**config.mk**
```make
export PLATFORM = sky130hd
export DESIGN_NAME = rr_burst_arbiter
export DESIGN_NICKNAME = d
export VERILOG_FILES = /design/src/rtl/rr_burst_arbiter.sv
export SDC_FILE = /design/constraint.sdc
export NUM_CORES = 1
export LEC_CHECK = 0
export ABC_AREA = 1
export CAP_MARGIN = 0
export CELL_PAD_IN_SITES_DETAIL_PLACEMENT = 0
export CELL_PAD_IN_SITES_GLOBAL_PLACEMENT = 1
export CORE_MARGIN = 2
export CORE_UTILIZATION = 38
export CTS_CLUSTER_DIAMETER = 40
export CTS_CLUSTER_SIZE = 25
export DETAILED_ROUTE_END_ITERATION = 7
export PLACE_DENSITY_LB_ADDON = 0.1
export SYNTH_ARGS = -nofsm -noshare
export SYNTH_HDL_FRONTEND = slang
export SYNTH_SLANG_ARGS = --single-unit
```
**constraint.sdc**
```tcl
create_clock -name clk -period 2 [get_ports clk]
set_clock_uncertainty 0.15 [all_clocks]
set_input_delay 0.4 -clock clk [delete_from_list [all_inputs] [get_ports clk]]
set_output_delay 0.4 -clock clk [all_outputs]
set_load 0.005 [all_outputs]
```
**src/rtl/rr_burst_arbiter.sv**
```systemverilog
// Round-robin arbiter for N requesters with a per-grant burst limit and registered outputs.
// Optional macro RR_ARB_LOCK_EN adds a per-requester lock input that extends a burst past MAX_BURST.
module rr_burst_arbiter #(
  parameter  int N         = 4,
  parameter  int MAX_BURST = 4,
  localparam int IDW       = (N > 1) ? $clog2(N) : 1
) (
  input  logic           clk,
  input  logic           reset,
  input  logic [N-1:0]   request,
`ifdef RR_ARB_LOCK_EN
  input  logic [N-1:0]   lock,
`endif
  output logic [N-1:0]   grant,
  output logic [IDW-1:0] grant_id,
  output logic           grant_valid,
  output logic           burst_last
);

  localparam int             CW      = $clog2(MAX_BURST) + 1;
  localparam logic [CW-1:0]  CNT_MAX = CW'(MAX_BURST - 1);

  logic [N-1:0]   r_grant;
  logic [IDW-1:0] r_grant_id;
  logic           r_grant_valid;
  logic           r_burst_last;
  logic [CW-1:0]  r_cnt;
  logic [IDW-1:0] r_last;

  logic           w_locked;
  logic           w_hold;
  logic           w_found;
  logic [IDW-1:0] w_winner;
  logic [CW-1:0]  w_cnt_inc;

  logic [N-1:0]   w_grant_nxt;
  logic [IDW-1:0] w_grant_id_nxt;
  logic           w_grant_valid_nxt;
  logic [CW-1:0]  w_cnt_nxt;
  logic [IDW-1:0] w_last_nxt;
  logic           w_burst_last_nxt;

`ifdef RR_ARB_LOCK_EN
  assign w_locked = lock[r_grant_id];
`else
  assign w_locked = 1'b0;
`endif

  // A locked grantee keeps the grant indefinitely; its counter parks at CNT_MAX.
  assign w_hold    = r_grant_valid && request[r_grant_id] && (w_locked || (r_cnt < CNT_MAX));
  assign w_cnt_inc = (r_cnt < CNT_MAX) ? r_cnt + CW'(1) : r_cnt;

  // Scan starts just after the last winner and wraps to include it, so a lone requester is re-granted.
  always_comb begin
    int j;
    j        = 0;
    w_found  = 1'b0;
    w_winner = '0;
    for (int i = 1; i <= N; i++) begin
      j = int'(r_last) + i;
      if (j >= N) j = j - N;
      if (!w_found && request[j]) begin
        w_found  = 1'b1;
        w_winner = IDW'(j);
      end
    end
  end

  always_comb begin
    w_grant_nxt       = '0;
    w_grant_id_nxt    = r_grant_id;
    w_grant_valid_nxt = 1'b0;
    w_cnt_nxt         = '0;
    w_last_nxt        = r_last;
    if (w_hold) begin
      w_grant_nxt       = r_grant;
      w_grant_valid_nxt = 1'b1;
      w_cnt_nxt         = w_cnt_inc;
    end else if (w_found) begin
      w_grant_nxt       = {{(N-1){1'b0}}, 1'b1} << w_winner;
      w_grant_id_nxt    = w_winner;
      w_grant_valid_nxt = 1'b1;
      w_last_nxt        = w_winner;
    end
    w_burst_last_nxt = w_grant_valid_nxt && (w_cnt_nxt == CNT_MAX);
  end

  always_ff @(posedge clk or negedge reset) begin
    if (!reset) begin
      r_grant       <= '0;
      r_grant_id    <= '0;
      r_grant_valid <= 1'b0;
      r_burst_last  <= 1'b0;
      r_cnt         <= '0;
      r_last        <= IDW'(N - 1);
    end else begin
      r_grant       <= w_grant_nxt;
      r_grant_id    <= w_grant_id_nxt;
      r_grant_valid <= w_grant_valid_nxt;
      r_burst_last  <= w_burst_last_nxt;
      r_cnt         <= w_cnt_nxt;
      r_last        <= w_last_nxt;
    end
  end

  assign grant       = r_grant;
  assign grant_id    = r_grant_id;
  assign grant_valid = r_grant_valid;
  assign burst_last  = r_burst_last;

endmodule
```
Word level (Yosys, flattened, before mapping). Cells that the tools add are included.

Flip-flop bits (word level): 13. Output and inout port bits: 8.

Shifts and indexed selects: 1. Reductions and logical operators: 10. Muxes and demuxes: 31. Equality and inequality tests: 1. Bitwise operators: 1. $add $sub $neg: 9. Order comparisons: 10.

Operators with widths (count): < comparator 32 x 4 -> 1 bit, second input constant (4); 2-to-1 mux 32 bit (4); 2-to-1 mux 1 bit (15); subtractor 3 x 3 -> 4 bit, second input constant (3); binary-select mux 1 bit (select 2 bit) (5); greater-or-equal comparator 3 bit, second input constant (3); 2-to-1 mux 2 bit (4); adder 2 x 2 -> 3 bit, second input constant (2); logical AND 1 bit (6); 2-to-1 mux 3 bit (2); subtractor 4 x 3 -> 5 bit, second input constant (1); adder 2 x 3 -> 4 bit, second input constant (1); greater-or-equal comparator 4 x 3 -> 1 bit, second input constant (1); 2-to-1 mux 4 bit (1); left shift 1 x 2 -> 4 bit, first input constant (1); adder 2 x 1 -> 3 bit, second input constant (1); adder 3 x 1 -> 3 bit, second input constant (1); == test 3 x 2 -> 1 bit, second input constant (1); logical NOT 1 bit (3); < comparator 2 x 3 -> 1 bit, second input constant (1); < comparator 3 x 2 -> 1 bit, second input constant (1); AND reduction 2 bit (1); inverter 1 bit (1).

Logic depth before layout (Yosys ltp).
Depth after elaboration: 19. Mapped depth: 12. Mapped depth without buffers: 11.

Worst setup path before layout. No wires, ideal clock.

Path kind: flip-flop to flip-flop. From: reg r_last[0]. To: reg r_grant[1] (netlist: grant[1]). Data arrival time: 1.425 ns. Slack: 0.306 ns. Required time: 1.731 ns. Setup time: 0.119 ns. Cell stages (with the launch flop): 13. Path through: dfstp_2 -> inv_2 -> buf_6 -> nand2_1 -> nand2_2 -> nand2_4 -> nand2_4 -> nor2_8 -> nand4_1 -> nand2_2 -> inv_2 -> nand3_1 -> nand2_1.

Longest elaborated chain between the ends: 18. Elaborated cells on any way between the ends: 44.

Ends and longest elaborated chain: start: declaration (line 28) `logic [IDW-1:0] r_last;`; start signal: assignment (line 95) `r_last <= IDW'(N - 1);`; start signal: assignment (line 102) `r_last <= w_last_nxt;`; adder 2 x 1 -> 3 bit (line 60) `j = int'(r_last) + i;`; subtractor 3 x 3 -> 4 bit or greater-or-equal comparator 3 bit (tied branches) (line 61) `if (j >= N) j = j - N;`; 2-to-1 mux 32 bit (line 61); binary-select mux 1 bit (select 2 bit) (line 62) `if (!w_found && request[j]) begin`; 2-to-1 mux 1 bit (implied by the code) (2 in a row) (line 62); 2-to-1 mux 1 bit (line 62); logical NOT 1 bit (line 62); logical AND 1 bit (line 62); 2-to-1 mux 1 bit (line 62); logical NOT 1 bit (line 62); logical AND 1 bit (line 62); 2-to-1 mux 1 bit (line 62); logical NOT 1 bit (line 62); logical AND 1 bit (line 62); 2-to-1 mux 2 bit (line 62); left shift 1 x 2 -> 4 bit (line 80) `w_grant_nxt = {{(N-1){1'b0}}, 1'b1} << w_winner;`; 2-to-1 mux 4 bit * (line 79) `end else if (w_found) begin`; end signal: assignment (line 97) `r_grant <= w_grant_nxt;`; end: declaration (line 23) `logic [N-1:0] r_grant;`.

Every way passes the cells marked *; elsewhere a longest branch is shown, timed or not. The select of a mux whose other input is x is not followed. A chain may end at the register's enable or synchronous reset.

Worst setup path in the final report.
From: reg r_last[0]. To: reg r_grant[2] (netlist: grant[2]).

The elaborated chain is that of the path after synthesis.

==> results by group <==
Run status
  – Status: completed

STA
  – Achievable Freq: approximately 0.54 GHz
  – Final period util: 93.3%
  – Worst rel slew slack: between 60% and 70%
  – Post-route worst setup slack: about 130 ps
  – Final hold vios: 0
  – RSZ-0062 raised after global routing: false
  – Max-slew violation count: 0
  – Minimum clock period: ~1900 ps
  – Worst-Margin Slew: 581 ps
  – Final Setup Violations: 0

GRT
  – Largest net degree at the start of global routing: 14
  – Total grt overflow: 0
  – First-pass GRT wire length: around 3 mm
  – Initial antenna violation count: 0
  – Total global-route track usage: roughly 15%
  – Vias in the first global route: between 700 and 800

Cells and area
  – Final core utilization: a little over 50%
  – Cell Count, Final, Fillers Out: ~170
  – Nets: about 150
  – Fill cells: 235
  – Layout cells sized above 1: between 20% and 30%
  – Area grow syn2layout: 24.8%
  – ANT cells: 0

Die
  – Row count: 17
  – Die height: around 53 um
  – Core Region: around 2200 sq um
  – Die area: roughly 2800 sq um
  – Num ports: 14
  – Initial Util: between 40 and 50%
  – Die Wd: 52.8 um

Yosys
  – Synth unique cells: 25
  – Async SR Flop Fraction: between 90% and 100%
  – Post-synth top area share: between 30 and 40%
  – Mapped cell area: 905 sq um
  – YS warnings: 0
  – Synth area leaders: dfrtp_1 30%, nand2_1 13%, nand3_1 7.2%, nand2_2 6.2%, dfstp_2 5.8%
  – Synth area leader: dfrtp_1
  – Register area share after synthesis: a little over a third
  – Ys flop type: dfrtp_1
  – Yosys reg bits: 13
  – Count leader, synth: nand2_1
  – EDFF count, synth: 0
  – Cells after Synth: between 100 and 150
  – Commonest cells post-synth: 31 x nand2_1, 13 x nand3_1, 12 x inv_1
  – Syn Nets: ~120
  – Syn_area_per_cell: around 7.7 sq um

Worst setup path
  – Critical Path End Type: flop
  – Max FO, Critical Path: 7
  – Arr. time, crit path: 1920 ps
  – Startpoint types: flop
  – FF-to-FF path depth: 11
  – Reg2Reg Setup Slack: between 100 and 150 ps
  – Worst EP required: between 2000 and 2500 ps
  – Worst r2r src: r_last[0]
  – R2R Path End: grant[2]
  – Crit Path Class: flop to flop

Placement
  – Pre-CTS WS: -159 ps
  – Placed Cells: 161
  – Placer congestion estimate: 0.782
  – PortBufs: 13
  – Hpwl dp: 1.51 mm

Clock tree
  – Root Buffer: clkbuf_4
  – H-tree levels: 1
  – # clock sinks: 13
  – # hold bufs at CTS: 0
  – Maximum clock insertion buffer count: 2
  – Worst-path clk slew: approximately 70 ps
  – Clk_lat worst skew: 270 ps
  – Num CTS Buffers: 3
  – Clock tree from TritonCTS: done

Drt
  – WL final: between 1.5 and 2 mm
  – Wirelength per Cell: 11.3 um
  – Initial DRC Count: 13
  – Via count: roughly 790
  – Met3 routed WL: slightly below 70 um
  – Pre-Repair DR Iteration Count: 4
  – Met2 wire len: ~840 um
  – Top Metal Used: met3
  – Number of vias per cell: 4.71
  – WL met1: 980 um
  – DRC errors left: 0
  – ANT nets after route: 0

Power
  – Max VDD drop: 1.11 mV
  – PwrDens: 1900 nW/um^2
  – Leakage: 0.599 nW
  – Tot Pwr: 2.14 mW

Min path
  – Hold Crit Depth: 2
  – Hold endpoint: grant[3]
  – HP Class: flop to flop
  – Hold path startpoint: grant[3]

Job
  – Max Cap Viol: 0
[state kept, by name (all words and copies together), names as in the netlist]
| name | cells |
|---|---|
| burst_last | 1 |
| r_cnt | 3 |
| grant | 4 |
| r_last | 2 |
| grant_valid | 1 |
| grant_id | 2 |
[area by class of cell]
cell class	count	area, sq um	share of cell area [%]
Clock buffer	4	26.3	2.33
Inverter	17	63.8	5.65
Multi-Input combinational cell	85	493	43.7
Sequential cell	13	328	29.0
Tap cell	28	35.0	3.10
Timing Repair Buffer	20	183	16.2
[metal layers]
layer | vias to the layer above | global-route usage, %
met5 | - | 0
met4 | 0 | 1.28
met3 | 0 | 5.43
met2 | 9 | 24.2
met1 | 358 | 19.5
li1 | 420 | -
[metrics by stage]
stage	hold slack, ps	cell area, sq um	TNS (ps)
after global routing	375	1130	0
after floorplan	-45.6	905	0
after global placement	317	1080	-753
final	337	1130	0
after CTS	344	1110	0
after detailed placement	325	1080	-1100
[kinds of logic after synthesis]
group                      after synthesis  synth area share (%)
AOI/OAI and AO/OA                       13                  10.1
and+or+nand+nor                         71                  42.7
adders and majority gates                1                  1.38
buffers and inverters                   19                  9.54
DFF                                     13                  36.2
[repair_timing]
item	4_1_cts	5_1_grt
gates resized for setup	0	1
endpoints found under the setup margin	0	7
setup buffers	0	2
[worst max-delay path, cell delays in order, from the launching register on]
cell and delay (ps):
dfstp_2 580, inv_2 90, buf_4 170, nand2_2 70, nand3_1 100, nand2_2 130
nor2_8 60, nand3b_4 80, nand2_2 60, inv_2 110, nand2_2 90, o21ai_2 110
[how the worst max path moves through the flow]
stage	to	cells after the start	from	slack, ps
6_report	grant[2]	11	r_last[0]	130
5_1_grt	grant[3]	10	r_last[0]	30
4_1_cts	grant_id[1]	11	r_last[0]	40
3_5_place_dp	grant[1]	10	request[1]	-160
3_3_place_gp	grant[3]	10	request[1]	-110
2_1_floorplan	grant[1]	12	r_last[0]	310
[cells in the final DEF, fill, tap and decap left out]
cell type,instances
a21oi_1,2
nand4_1,3
inv_1,12
nand3_1,13
nor4_1,1
ha_1,1
a21boi_2,1
clkdlybuf4s50_1,13
clkbuf_4,3
a211oi_1,1
a21boi_1,1
buf_4,7
clkbuf_1,1
inv_2,5
o21ai_4,1
dfrtp_1,11
o21ai_2,1
or2_2,1
dfstp_2,2
o21ai_1,3
nand3b_4,1
nor2_8,1
nand3_2,1
nand2_2,10
nand2_1,30
nor2_1,6
nand2_4,4
o21ai_0,3
[power by group]
part	leakage (nW)	switching (mW)	total, mW	internal (mW)
sequential	0.161	0.0932	0.489	0.395
clock	0.0150	0.0777	0.155	0.0771
combinational	0.423	0.871	1.50	0.626
No activity file was read; power rests on OpenSTA's default activity.
